--- config.mk ---
export PLATFORM = sky130hd
export DESIGN_NAME = pipe_cla_adder_flat
export DESIGN_NICKNAME = d
export VERILOG_FILES = /design/src/rtl/cla_pkg.sv /design/src/rtl/pipe_cla_adder_if.sv /design/src/rtl/pipe_cla_adder_cla_block.sv /design/src/rtl/pipe_cla_adder.sv /design/src/flat_wrapper.sv
export SDC_FILE = /design/constraint.sdc
export NUM_CORES = 1
export LEC_CHECK = 0
export BUFFER_PORTS_ARGS = -buffer_cell sky130_fd_sc_hd__buf_2
export CAP_MARGIN = 5
export CORE_MARGIN = 2
export CORE_UTILIZATION = 54
export DETAILED_ROUTE_END_ITERATION = 8
export GPL_TIMING_DRIVEN = 0
export PLACE_DENSITY = 0.8
export SLEW_MARGIN = 20
export SYNTH_ARGS = -nofsm -noshare
export SYNTH_HDL_FRONTEND = slang
export SYNTH_SLANG_ARGS = --single-unit
--- constraint.sdc ---
create_clock -name clk -period 5.3 [get_ports clk]
set_input_delay 0.53 -clock clk [delete_from_list [all_inputs] [get_ports clk]]
set_output_delay 0.53 -clock clk [all_outputs]
set_load 0.02 [all_outputs]
--- src/rtl/cla_pkg.sv ---
// Shared types and configuration constants for the pipelined carry-lookahead adder.
package cla_pkg;

    typedef enum logic {
        OP_ADD = 1'b0,
        OP_SUB = 1'b1
    } op_t;

    localparam logic STAGE_EMPTY = 1'b0;
    localparam logic STAGE_FULL  = 1'b1;

    // Legal only when the operand splits evenly into STAGES segments of whole blocks.
    function automatic bit cfg_legal(input int width, input int blk, input int stages);
        if (stages < 1 || blk < 1 || width < 1)
            return 1'b0;
        return (width % (stages * blk)) == 0;
    endfunction

endpackage

--- src/rtl/pipe_cla_adder_if.sv ---
// Operand/result handshake bundle between a producer, the adder and its consumer.
interface pipe_cla_adder_if #(parameter int WIDTH = 32);
    import cla_pkg::*;

    logic             in_valid;
    logic             in_ready;
    logic [WIDTH-1:0] a;
    logic [WIDTH-1:0] b;
    logic             cin;
    op_t              op;
    logic             out_valid;
    logic             out_ready;
    logic [WIDTH-1:0] s;
    logic             cout;
    logic             ovf;
    logic             zero;

    modport master (
        output in_valid, a, b, cin, op, out_ready,
        input  in_ready, out_valid, s, cout, ovf, zero
    );

    modport slave (
        input  in_valid, a, b, cin, op, out_ready,
        output in_ready, out_valid, s, cout, ovf, zero
    );

endinterface

--- src/rtl/pipe_cla_adder_cla_block.sv ---
// One BLK-bit carry-lookahead block: every carry is a flat sum of products of g/p/cin.
module cla_block #(
    parameter int BLK = 4
) (
    input  logic [BLK-1:0] a,
    input  logic [BLK-1:0] b,
    input  logic           cin,
    output logic [BLK-1:0] s,
    output logic           cout
);

    logic [BLK-1:0] g;
    logic [BLK-1:0] p;
    logic [BLK:0]   c;

    assign g = a & b;
    assign p = a ^ b;

    always_comb begin
        logic term;
        c    = '0;
        term = 1'b0;
        c[0] = cin;
        for (int i = 0; i < BLK; i++) begin
            c[i+1] = g[i];
            term = cin;
            for (int m = 0; m <= i; m++)
                term = term & p[m];
            c[i+1] = c[i+1] | term;
            for (int j = 0; j < i; j++) begin
                term = g[j];
                for (int m = j + 1; m <= i; m++)
                    term = term & p[m];
                c[i+1] = c[i+1] | term;
            end
        end
    end

    assign s    = p ^ c[BLK-1:0];
    assign cout = c[BLK];

endmodule

--- src/rtl/pipe_cla_adder.sv ---
// Pipelined add/subtract: one WIDTH/STAGES-bit segment per stage, valid/ready flow control.
module pipe_cla_adder
    import cla_pkg::*;
#(
    parameter int WIDTH  = 32,
    parameter int BLK    = 4,
    parameter int STAGES = 2
) (
    input  logic             clk,
    input  logic             rst_n,
    pipe_cla_adder_if.slave  bus
);

    localparam int SEG      = WIDTH / STAGES;
    localparam int NBLK     = WIDTH / BLK;
    localparam int SEG_BLKS = SEG / BLK;
    localparam int LAST     = STAGES - 1;

    if (!cfg_legal(WIDTH, BLK, STAGES)) begin : g_bad_cfg
        $error("pipe_cla_adder: WIDTH must be a multiple of STAGES*BLK and STAGES >= 1");
    end

    logic [STAGES-1:0] v_q;
    logic [STAGES-1:0] v_in;
    logic [STAGES-1:0] load;
    logic [STAGES-1:0] adv;
    logic [STAGES-1:0] c_q;
    logic [WIDTH-1:0]  a_q   [STAGES];
    logic [WIDTH-1:0]  b_q   [STAGES];
    logic [WIDTH-1:0]  s_q   [STAGES];
    logic              ovf_q;
    logic              zero_q;

    logic [WIDTH-1:0]  src_a [STAGES];
    logic [WIDTH-1:0]  src_b [STAGES];
    logic [WIDTH-1:0]  src_s [STAGES];
    logic [WIDTH-1:0]  nxt_s [STAGES];
    logic [STAGES-1:0] src_c;
    logic [STAGES-1:0] seg_cout;
    logic [WIDTH-1:0]  blk_sum;
    logic              ovf_d;
    logic              zero_d;

    // Ready ripples backwards from out_ready through the stage valids only.
    always_comb begin
        logic rdy;
        adv  = '0;
        load = '0;
        rdy  = bus.out_ready;
        for (int k = STAGES - 1; k >= 0; k--) begin
            adv[k]  = v_q[k] & rdy;
            load[k] = ~v_q[k] | adv[k];
            rdy     = load[k];
        end
    end

    assign bus.in_ready = load[0];

    // Subtraction folds into addition here so later stages never see op.
    always_comb begin
        v_in[0]  = bus.in_valid;
        src_a[0] = bus.a;
        src_b[0] = (bus.op == OP_SUB) ? ~bus.b : bus.b;
        src_s[0] = '0;
        src_c[0] = (bus.op == OP_SUB) ? 1'b1 : bus.cin;
        for (int k = 1; k < STAGES; k++) begin
            v_in[k]  = v_q[k-1];
            src_a[k] = a_q[k-1];
            src_b[k] = b_q[k-1];
            src_s[k] = s_q[k-1];
            src_c[k] = c_q[k-1];
        end
    end

    for (genvar i = 0; i < NBLK; i++) begin : g_blk
        localparam int K = i / SEG_BLKS;
        logic           ci;
        logic           co;
        logic [BLK-1:0] sum;

        if (i % SEG_BLKS == 0) begin : g_seg_first
            assign ci = src_c[K];
        end else begin : g_seg_chain
            assign ci = g_blk[i-1].co;
        end

        if (i % SEG_BLKS == SEG_BLKS - 1) begin : g_seg_last
            assign seg_cout[K] = co;
        end

        cla_block #(.BLK(BLK)) u_blk (
            .a    (src_a[K][i*BLK +: BLK]),
            .b    (src_b[K][i*BLK +: BLK]),
            .cin  (ci),
            .s    (sum),
            .cout (co)
        );

        assign blk_sum[i*BLK +: BLK] = sum;
    end

    always_comb begin
        for (int k = 0; k < STAGES; k++) begin
            nxt_s[k] = src_s[k];
            nxt_s[k][k*SEG +: SEG] = blk_sum[k*SEG +: SEG];
        end
    end

    assign ovf_d  = (src_a[LAST][WIDTH-1] == src_b[LAST][WIDTH-1]) &&
                    (nxt_s[LAST][WIDTH-1] != src_a[LAST][WIDTH-1]);
    assign zero_d = (nxt_s[LAST] == '0);

    always_ff @(posedge clk or negedge rst_n) begin
        if (!rst_n) begin
            v_q    <= {STAGES{STAGE_EMPTY}};
            c_q    <= '0;
            ovf_q  <= 1'b0;
            zero_q <= 1'b0;
            for (int k = 0; k < STAGES; k++) begin
                a_q[k] <= '0;
                b_q[k] <= '0;
                s_q[k] <= '0;
            end
        end else begin
            for (int k = 0; k < STAGES; k++) begin
                if (load[k]) begin
                    v_q[k] <= v_in[k];
                    if (v_in[k]) begin
                        a_q[k] <= src_a[k];
                        b_q[k] <= src_b[k];
                        s_q[k] <= nxt_s[k];
                        c_q[k] <= seg_cout[k];
                    end
                end
            end
            if (load[LAST] && v_in[LAST]) begin
                ovf_q  <= ovf_d;
                zero_q <= zero_d;
            end
        end
    end

    assign bus.out_valid = v_q[LAST];
    assign bus.s         = s_q[LAST];
    assign bus.cout      = c_q[LAST];
    assign bus.ovf       = ovf_q;
    assign bus.zero      = zero_q;

endmodule

--- src/flat_wrapper.sv ---
// flat-port wrapper written by rule: the top's interface ports become plain ports
module pipe_cla_adder_flat import cla_pkg::*;
#(
    parameter int WIDTH  = 32,
    parameter int BLK    = 4,
    parameter int STAGES = 2
)
  (clk, rst_n, bus_in_valid, bus_a, bus_b, bus_cin, bus_op, bus_out_ready, bus_in_ready, bus_out_valid, bus_s, bus_cout, bus_ovf, bus_zero);
  pipe_cla_adder_if #(.WIDTH(WIDTH)) bus_i ();
  input  logic clk;
  input  logic rst_n;
  input wire logic [$bits(bus_i.in_valid)-1:0] bus_in_valid;
  input wire logic [$bits(bus_i.a)-1:0] bus_a;
  input wire logic [$bits(bus_i.b)-1:0] bus_b;
  input wire logic [$bits(bus_i.cin)-1:0] bus_cin;
  input wire logic [$bits(bus_i.op)-1:0] bus_op;
  input wire logic [$bits(bus_i.out_ready)-1:0] bus_out_ready;
  output wire logic [$bits(bus_i.in_ready)-1:0] bus_in_ready;
  output wire logic [$bits(bus_i.out_valid)-1:0] bus_out_valid;
  output wire logic [$bits(bus_i.s)-1:0] bus_s;
  output wire logic [$bits(bus_i.cout)-1:0] bus_cout;
  output wire logic [$bits(bus_i.ovf)-1:0] bus_ovf;
  output wire logic [$bits(bus_i.zero)-1:0] bus_zero;
  assign bus_i.in_valid = bus_in_valid;
  assign bus_i.a = bus_a;
  assign bus_i.b = bus_b;
  assign bus_i.cin = bus_cin;
  assign bus_i.op = bus_op;
  assign bus_i.out_ready = bus_out_ready;
  assign bus_in_ready = bus_i.in_ready;
  assign bus_out_valid = bus_i.out_valid;
  assign bus_s = bus_i.s;
  assign bus_cout = bus_i.cout;
  assign bus_ovf = bus_i.ovf;
  assign bus_zero = bus_i.zero;
  pipe_cla_adder #(.WIDTH(WIDTH), .BLK(BLK), .STAGES(STAGES)) u_core (.clk(clk), .rst_n(rst_n), .bus(bus_i));
endmodule
* Word level (Yosys, flattened, before mapping)
Index checks and enable logic that the tools add are counted.
** Operators by class
- Eq/ne operators :: 2
- Mux-type cells :: 2
- Bitwise gates (word level) :: 191
- Reductions and logical operators :: 5
** Operator list (number)
- 1-bit bitwise AND :: 82
- 1-bit bitwise OR :: 82
- 4-bit bitwise XOR :: 16
- 4-bit bitwise AND :: 8
- 32-bit zero test :: 1
- 32-bit 2-to-1 mux :: 1
- 32-bit inverter :: 1
- 2-bit AND reduction :: 2
- 1-bit logical AND :: 2
- 1-bit inverter :: 2
- 1-bit equality test :: 1
- 1-bit 2-to-1 mux :: 1
- 1-bit inequality test :: 1
** Word-level totals
- Register bits after elaboration :: 118
- Input port bits :: 70
- Output and inout bits :: 37
- Logic and storage cells :: 210

* Depth between registers and ports, before layout
- Depth in word-level cells :: 35
- Gate-level depth with buffers :: 25
- Gate-level depth less buffers :: 23

* By module
A second synthesis with hierarchy kept.
** Second synthesis, totals
- Cells, all modules :: 375
- Area, all modules :: 4952.2 um2
** By module, submodules not included
- pipe_cla_adder :: times used 1, cells an instance 235, area an instance 3688.5 um2, sequential area each 2152.1 um2
- cla_block (u_core.g_blk[4].u_blk ...) :: times used 3, cells an instance 19, area an instance 166.4 um2, sequential area each 0.0 um2
- cla_block (u_core.g_blk[3].u_blk ...) :: times used 2, cells an instance 19, area an instance 158.9 um2, sequential area each 0.0 um2
- cla_block (u_core.g_blk[0].u_blk ...) :: times used 2, cells an instance 15, area an instance 151.4 um2, sequential area each 0.0 um2
- cla_block (u_core.g_blk[2].u_blk) :: times used 1, cells an instance 15, area an instance 143.9 um2, sequential area each 0.0 um2

* Least setup slack after synthesis
No wires, ideal clock.
- Kind :: input to register
- From :: input bus_op
- To :: register u_core.c_q[0]
- Library setup time :: 131 ps
- Arrival :: 5030 ps
- Data required time :: 5169 ps
- Path slack :: 138 ps
- Cell stages on the path :: 25
- Path buffers :: 2
- Cell sequence :: clkbuf_1 -> buf_1 -> xor2_1 -> ha_1 -> ha_1 -> o21a_1 -> o21ai_0 -> nand2b_1 -> a21o_1 -> ha_1 -> o21a_1 -> o21ai_0 -> nand2b_1 -> a21o_1 -> ha_1 -> o21a_1 -> o21ai_0 -> nand2b_1 -> a21o_1 -> ha_1 -> o21ai_0 -> nand2b_1 -> a21o_1 -> a211oi_1 -> a21oi_1
** On the way
- Word-level cells in the longest chain between the ends :: 34
** Ends and longest elaborated chain
- from (decl) :: line flat_wrapper.sv:16 : input wire logic [$bits(bus_i.op)-1:0] bus_op;
- 32-bit 2-to-1 mux :: line pipe_cla_adder.sv:63 : src_b[0] = (bus.op == OP_SUB) ? ~bus.b : bus.b;
- 4-bit bitwise XOR :: line pipe_cla_adder_cla_block.sv:17 : assign p = a ^ b;
- 1-bit bitwise AND (4 in series) :: line pipe_cla_adder_cla_block.sv:28 : term = term & p[m];
- 1-bit bitwise OR :: line pipe_cla_adder_cla_block.sv:29 : c[i+1] = c[i+1] | term;
- 1-bit bitwise OR (3 in series) :: line pipe_cla_adder_cla_block.sv:34 : c[i+1] = c[i+1] | term;
- 1-bit bitwise AND (4 in series) :: line pipe_cla_adder_cla_block.sv:28
- 1-bit bitwise OR :: line pipe_cla_adder_cla_block.sv:29
- 1-bit bitwise OR (3 in series) :: line pipe_cla_adder_cla_block.sv:34
- 1-bit bitwise AND (4 in series) :: line pipe_cla_adder_cla_block.sv:28
- 1-bit bitwise OR :: line pipe_cla_adder_cla_block.sv:29
- 1-bit bitwise OR (3 in series) :: line pipe_cla_adder_cla_block.sv:34
- 1-bit bitwise AND (4 in series) :: line pipe_cla_adder_cla_block.sv:28
- 1-bit bitwise OR :: line pipe_cla_adder_cla_block.sv:29
- 1-bit bitwise OR (2 in series) :: line pipe_cla_adder_cla_block.sv:34
- 1-bit bitwise OR (*) :: line pipe_cla_adder_cla_block.sv:34
- to (signal, indexed assignment) :: line pipe_cla_adder.sv:132 : c_q[k] <= seg_cout[k];
- to (decl) :: line pipe_cla_adder.sv:27 : logic [STAGES-1:0] c_q;
Every way passes the cells marked *; elsewhere a longest branch is shown, timed or not.
A chain may end at the register's enable or synchronous reset.

* Final worst setup path
- From :: register u_core.b_q[48] in the netlist's numbering
- To :: register u_core.zero_q (netlist: u_core.bus.zero)
** On the way
- Word-level cells in the longest chain between the ends :: 33
** Ends and longest elaborated chain
- from (decl) :: line pipe_cla_adder.sv:29 : logic [WIDTH-1:0] b_q [STAGES];
- from (signal, indexed assignment) :: line pipe_cla_adder.sv:130 : b_q[k] <= src_b[k];
- 4-bit bitwise XOR :: line pipe_cla_adder_cla_block.sv:17
- 1-bit bitwise AND (4 in series) :: line pipe_cla_adder_cla_block.sv:28
- 1-bit bitwise OR :: line pipe_cla_adder_cla_block.sv:29
- 1-bit bitwise OR (3 in series) :: line pipe_cla_adder_cla_block.sv:34
- 1-bit bitwise AND (4 in series) :: line pipe_cla_adder_cla_block.sv:28
- 1-bit bitwise OR :: line pipe_cla_adder_cla_block.sv:29
- 1-bit bitwise OR (3 in series) :: line pipe_cla_adder_cla_block.sv:34
- 1-bit bitwise AND (4 in series) :: line pipe_cla_adder_cla_block.sv:28
- 1-bit bitwise OR :: line pipe_cla_adder_cla_block.sv:29
- 1-bit bitwise OR (3 in series) :: line pipe_cla_adder_cla_block.sv:34
- 1-bit bitwise AND (3 in series) :: line pipe_cla_adder_cla_block.sv:28
- 1-bit bitwise OR :: line pipe_cla_adder_cla_block.sv:29
- 1-bit bitwise OR (2 in series) :: line pipe_cla_adder_cla_block.sv:34
- 4-bit bitwise XOR :: line pipe_cla_adder_cla_block.sv:39 : assign s = p ^ c[BLK-1:0];
- 32-bit zero test (*) :: line pipe_cla_adder.sv:111 : assign zero_d = (nxt_s[LAST] == '0);
- to (signal assigned) :: line pipe_cla_adder.sv:138 : zero_q <= zero_d;
- to (decl) :: line pipe_cla_adder.sv:32 : logic zero_q;
Marked as above.

==> results.py <==
metrics = {
    "yosys": {
        "yosys-top-cells-area": "dfrtp_1 (46%), ha_1 (11%), mux2_2 (9.4%)",
        "ys_ff_latch": 86,
        "yosys.area.top_type_share": 0.4630,
        "synth_top_area_cell": "dfrtp_1",
        "synth_edf_count": 0,
        "synthTopCellsByCount": "dfrtp_1 (86), nand2_1 (51), o21ai_0 (45)",
        "synth_most_common_cell": "dfrtp_1",
        "synth.distinct_cells": 31,
        "ys_warn_count": 0,
        "async_reset_ff_frac": 1.000,
        "syn_area_um2": 4648,
        "synth-main-ff-cell": "dfrtp_1",
        "post_synth.cell_area_avg_um2": 11.28,
        "yosysSeqAreaShare": 0.4630,
        "synth_nets": 530,
        "syn-instance-count": 412,
    },
    "die": {
        "dieArea_um2": 9366,
        "start_util": 0.5601,
        "die_w_um": 96.78,
        "io_pins": 107,
        "fp-row-count": 33,
        "core_um2": 8299,
        "die_y_um": 96.78,
    },
    "timing": {
        "max_freq_mhz": 199.8,
        "rsz0062_at_grt": "false",
        "worst_slew_pin_slew_ns": 0.7025,
        "fin_crit_ns": 5.006,
        "finClkSkew_ns": 0.007136,
        "slew_headroom": 0.5317,
        "finalSetupViolations": 0,
        "hold_viol": 0,
        "drv_slew": 0,
        "fin_crit_sh": 0.9445,
    },
    "grt": {
        "grt_start_max_net_pins": 60,
        "antenna_found_initial": 0,
        "grt_pass1_vias": 3609,
        "grtUsageTotal": 0.2298,
        "grt_pass1_wl_mm": 17.15,
        "overflow": 0,
    },
    "setup_path": {
        "crit_path_top_delay_cell": "or4_1",
        "required_ns": 5.59,
        "crit_arrival_ns": 5.30,
        "cpPeakStageDelay_ns": 0.54,
        "cp_common_cell": "ha_1",
        "worstPathCellList": "ha_1 -> ha_1 -> o211ai_1 -> nand3b_1 -> a21o_1 -> ha_1 -> o211ai_1 -> nand3b_1 -> a21o_1 -> ha_1 -> o211ai_1 -> nand3b_1 -> a21o_1 -> ha_1 -> o21ai_0 -> a211oi_1 -> or4_1 -> or4_1 -> o21ai_1",
        "end_kind": "flip-flop",
        "path_max_fanout": 2,
        "start_kind": "flip-flop",
        "crit_type": "reg -> reg",
    },
    "route": {
        "viasPerCell": 5.310,
        "drc": 0,
        "drtAntennaViolNets": 0,
        "drtIter0Drc": 74,
        "firstDrtPassIters": 4,
        "via_count": 3393,
        "wl_per_cell_um": 15.88,
        "drt_wl_total_mm": 10.15,
    },
    "final_layout": {
        "area_delta_synth_final_pct": 20.08,
        "diodes": 0,
        "final_area_um2": 5582,
        "seq_area_um2": 2152,
        "post_route_cells_drive_above_1_share": 0.3090,
        "fillers": 686,
        "multi_input_area_um2": 2376,
        "fin_nets": 647,
        "instances_no_fill": 639,
    },
    "cts": {
        "numCtsBuffers": 9,
        "ctsLongestPathBuffers": 2,
        "cts_tree": "yes",
        "cts_hold_buf": 0,
        "clkLatencyLatePin_ns": 0.36,
        "post_cts_buffers": 0,
        "cts_sinks": 86,
        "ctsRootBufferMaster": "clkbuf_8",
        "h-tree-depth": 3,
        "clk_pin_slew_ns": 0.08,
    },
    "run_status": {
        "status": "finished, final reports clean",
    },
    "place": {
        "postPlaceCellArea_um2": 5335,
        "port-buffer-count": 105,
        "dp.final_hpwl_mm": 8.015,
        "finalWeightedCongestion": 0.8320,
        "dp_cells": 623,
    },
    "power": {
        "vdd_ir_drop_max_uv": 165.8,
        "power_leakage_nw": 2.758,
        "power.density_nw_per_um2": 427.1,
    },
    "job": {
        "maxCapViolCount": 0,
    },
    "hold_path": {
        "hold_class": "in -> async",
    },
}
[final timing paths]
kind / start / endpoint / slack [ns] / cells after the start
worst min-delay path: rst_n / u_core.bus.s[9] / 0.09 / 1
worst max register to register: u_core.b_q[48] / u_core.bus.zero / 0.29 / 19
max in group asynchronous: rst_n / u_core.c_q[0] / 4.60 / 2
worst min register to register: u_core.bus.ovf / u_core.bus.ovf / 0.48 / 2
worst max-delay path: u_core.b_q[48] / u_core.bus.zero / 0.29 / 19
min in group clk: bus_in_valid / u_core.v_q[0] / 0.38 / 2
[critical path: cells and delay by family (launching register included)]
family | cells | cell delay (ns)
flops | 1 | 0.40
fa+ha+maj | 5 | 1.20
simple gates | 5 | 1.50
compound gates | 9 | 1.83
[through the flow]
stage,setup TNS [ns],power [mW],util,hold WS (ns),setup slack (ns)
floorplan,0,1.529,-,0.2344,0.1385
global placement,-1.046,1.795,0.6392,0.4568,-0.4509
detailed placement,-2.117,1.848,0.6428,0.4670,-0.6582
CTS,0,2.388,0.6719,0.09105,0.07909
global route,0,2.523,0.6725,0.1061,0.02813
finish,0,2.384,0.6725,0.08683,0.2943
[per-layer routing]
layer,vias to the layer above,wire length [µm],global-route usage
li1,1643,-,-
met1,1644,4446,0.2978
met2,93,5138,0.3916
met3,13,394,0.03902
met4,0,165,0.08017
met5,-,0,0
[placed cells by master, fill, tap and decap left out, types with 2 or more instances in the layout]
cell type / count
or4_1: 2
ha_1: 40
o21a_1: 7
a21o_1: 7
mux2_2: 39
clkinv_2: 3
o211ai_1: 3
bufinv_16: 3
a21oi_1: 3
fa_1: 8
nand4_1: 3
or2_1: 2
o21ai_0: 43
o21ai_1: 3
nand2b_1: 7
clkbuf_1: 13
nand3b_1: 4
buf_2: 105
xor2_1: 22
nand2_1: 51
xnor2_1: 28
nor2_1: 2
nor4_1: 4
and2_1: 2
or3_1: 4
inv_1: 15
clkbuf_8: 9
o211a_1: 4
a211oi_1: 2
dfrtp_1: 86
[layout make-up]
cell class | count | share of cell area
Sequential cell | 86 | 0.3856
Clock buffer | 9 | 0.02219
Timing Repair Buffer | 106 | 0.09953
Multi-Input combinational cell | 294 | 0.4257
Clock inverter | 7 | 0.02017
Tap cell | 105 | 0.02354
Buffer | 17 | 0.01323
Inverter | 15 | 0.01009
[where the power goes]
group,total [mW],internal [mW],switching (mW)
combinational,0.876,0.375,0.501
clock,0.545,0.310,0.235
sequential,0.963,0.843,0.120
[flip-flops by register name, indices dropped and copies added (netlist names)]
register         flops
u_core.bus.s        32
u_core.a_q          16
u_core.b_q          16
u_core.nxt_s        16
u_core.c_q           2
u_core.v_q           2
u_core.bus.ovf       1
u_core.bus.zero      1
[cells by family after synthesis]
group / count (synthesis) / synth area share
xor gates and xnor gates: 50 / 0.09421
DFF: 86 / 0.4630
adders and majority gates: 48 / 0.1421
muxes: 39 / 0.09448
buffers and inverters: 32 / 0.02584
AOI/OAI and AO/OA: 73 / 0.09367
and+or+nand+nor: 84 / 0.08667
[what timing repair did]
item / 4_1_cts / 5_1_grt
gates resized for setup: 3 / 5
cloned: 0 / 0
setup endpoints to repair: 3 / 3
No activity file was read; power rests on OpenSTA's default activity.
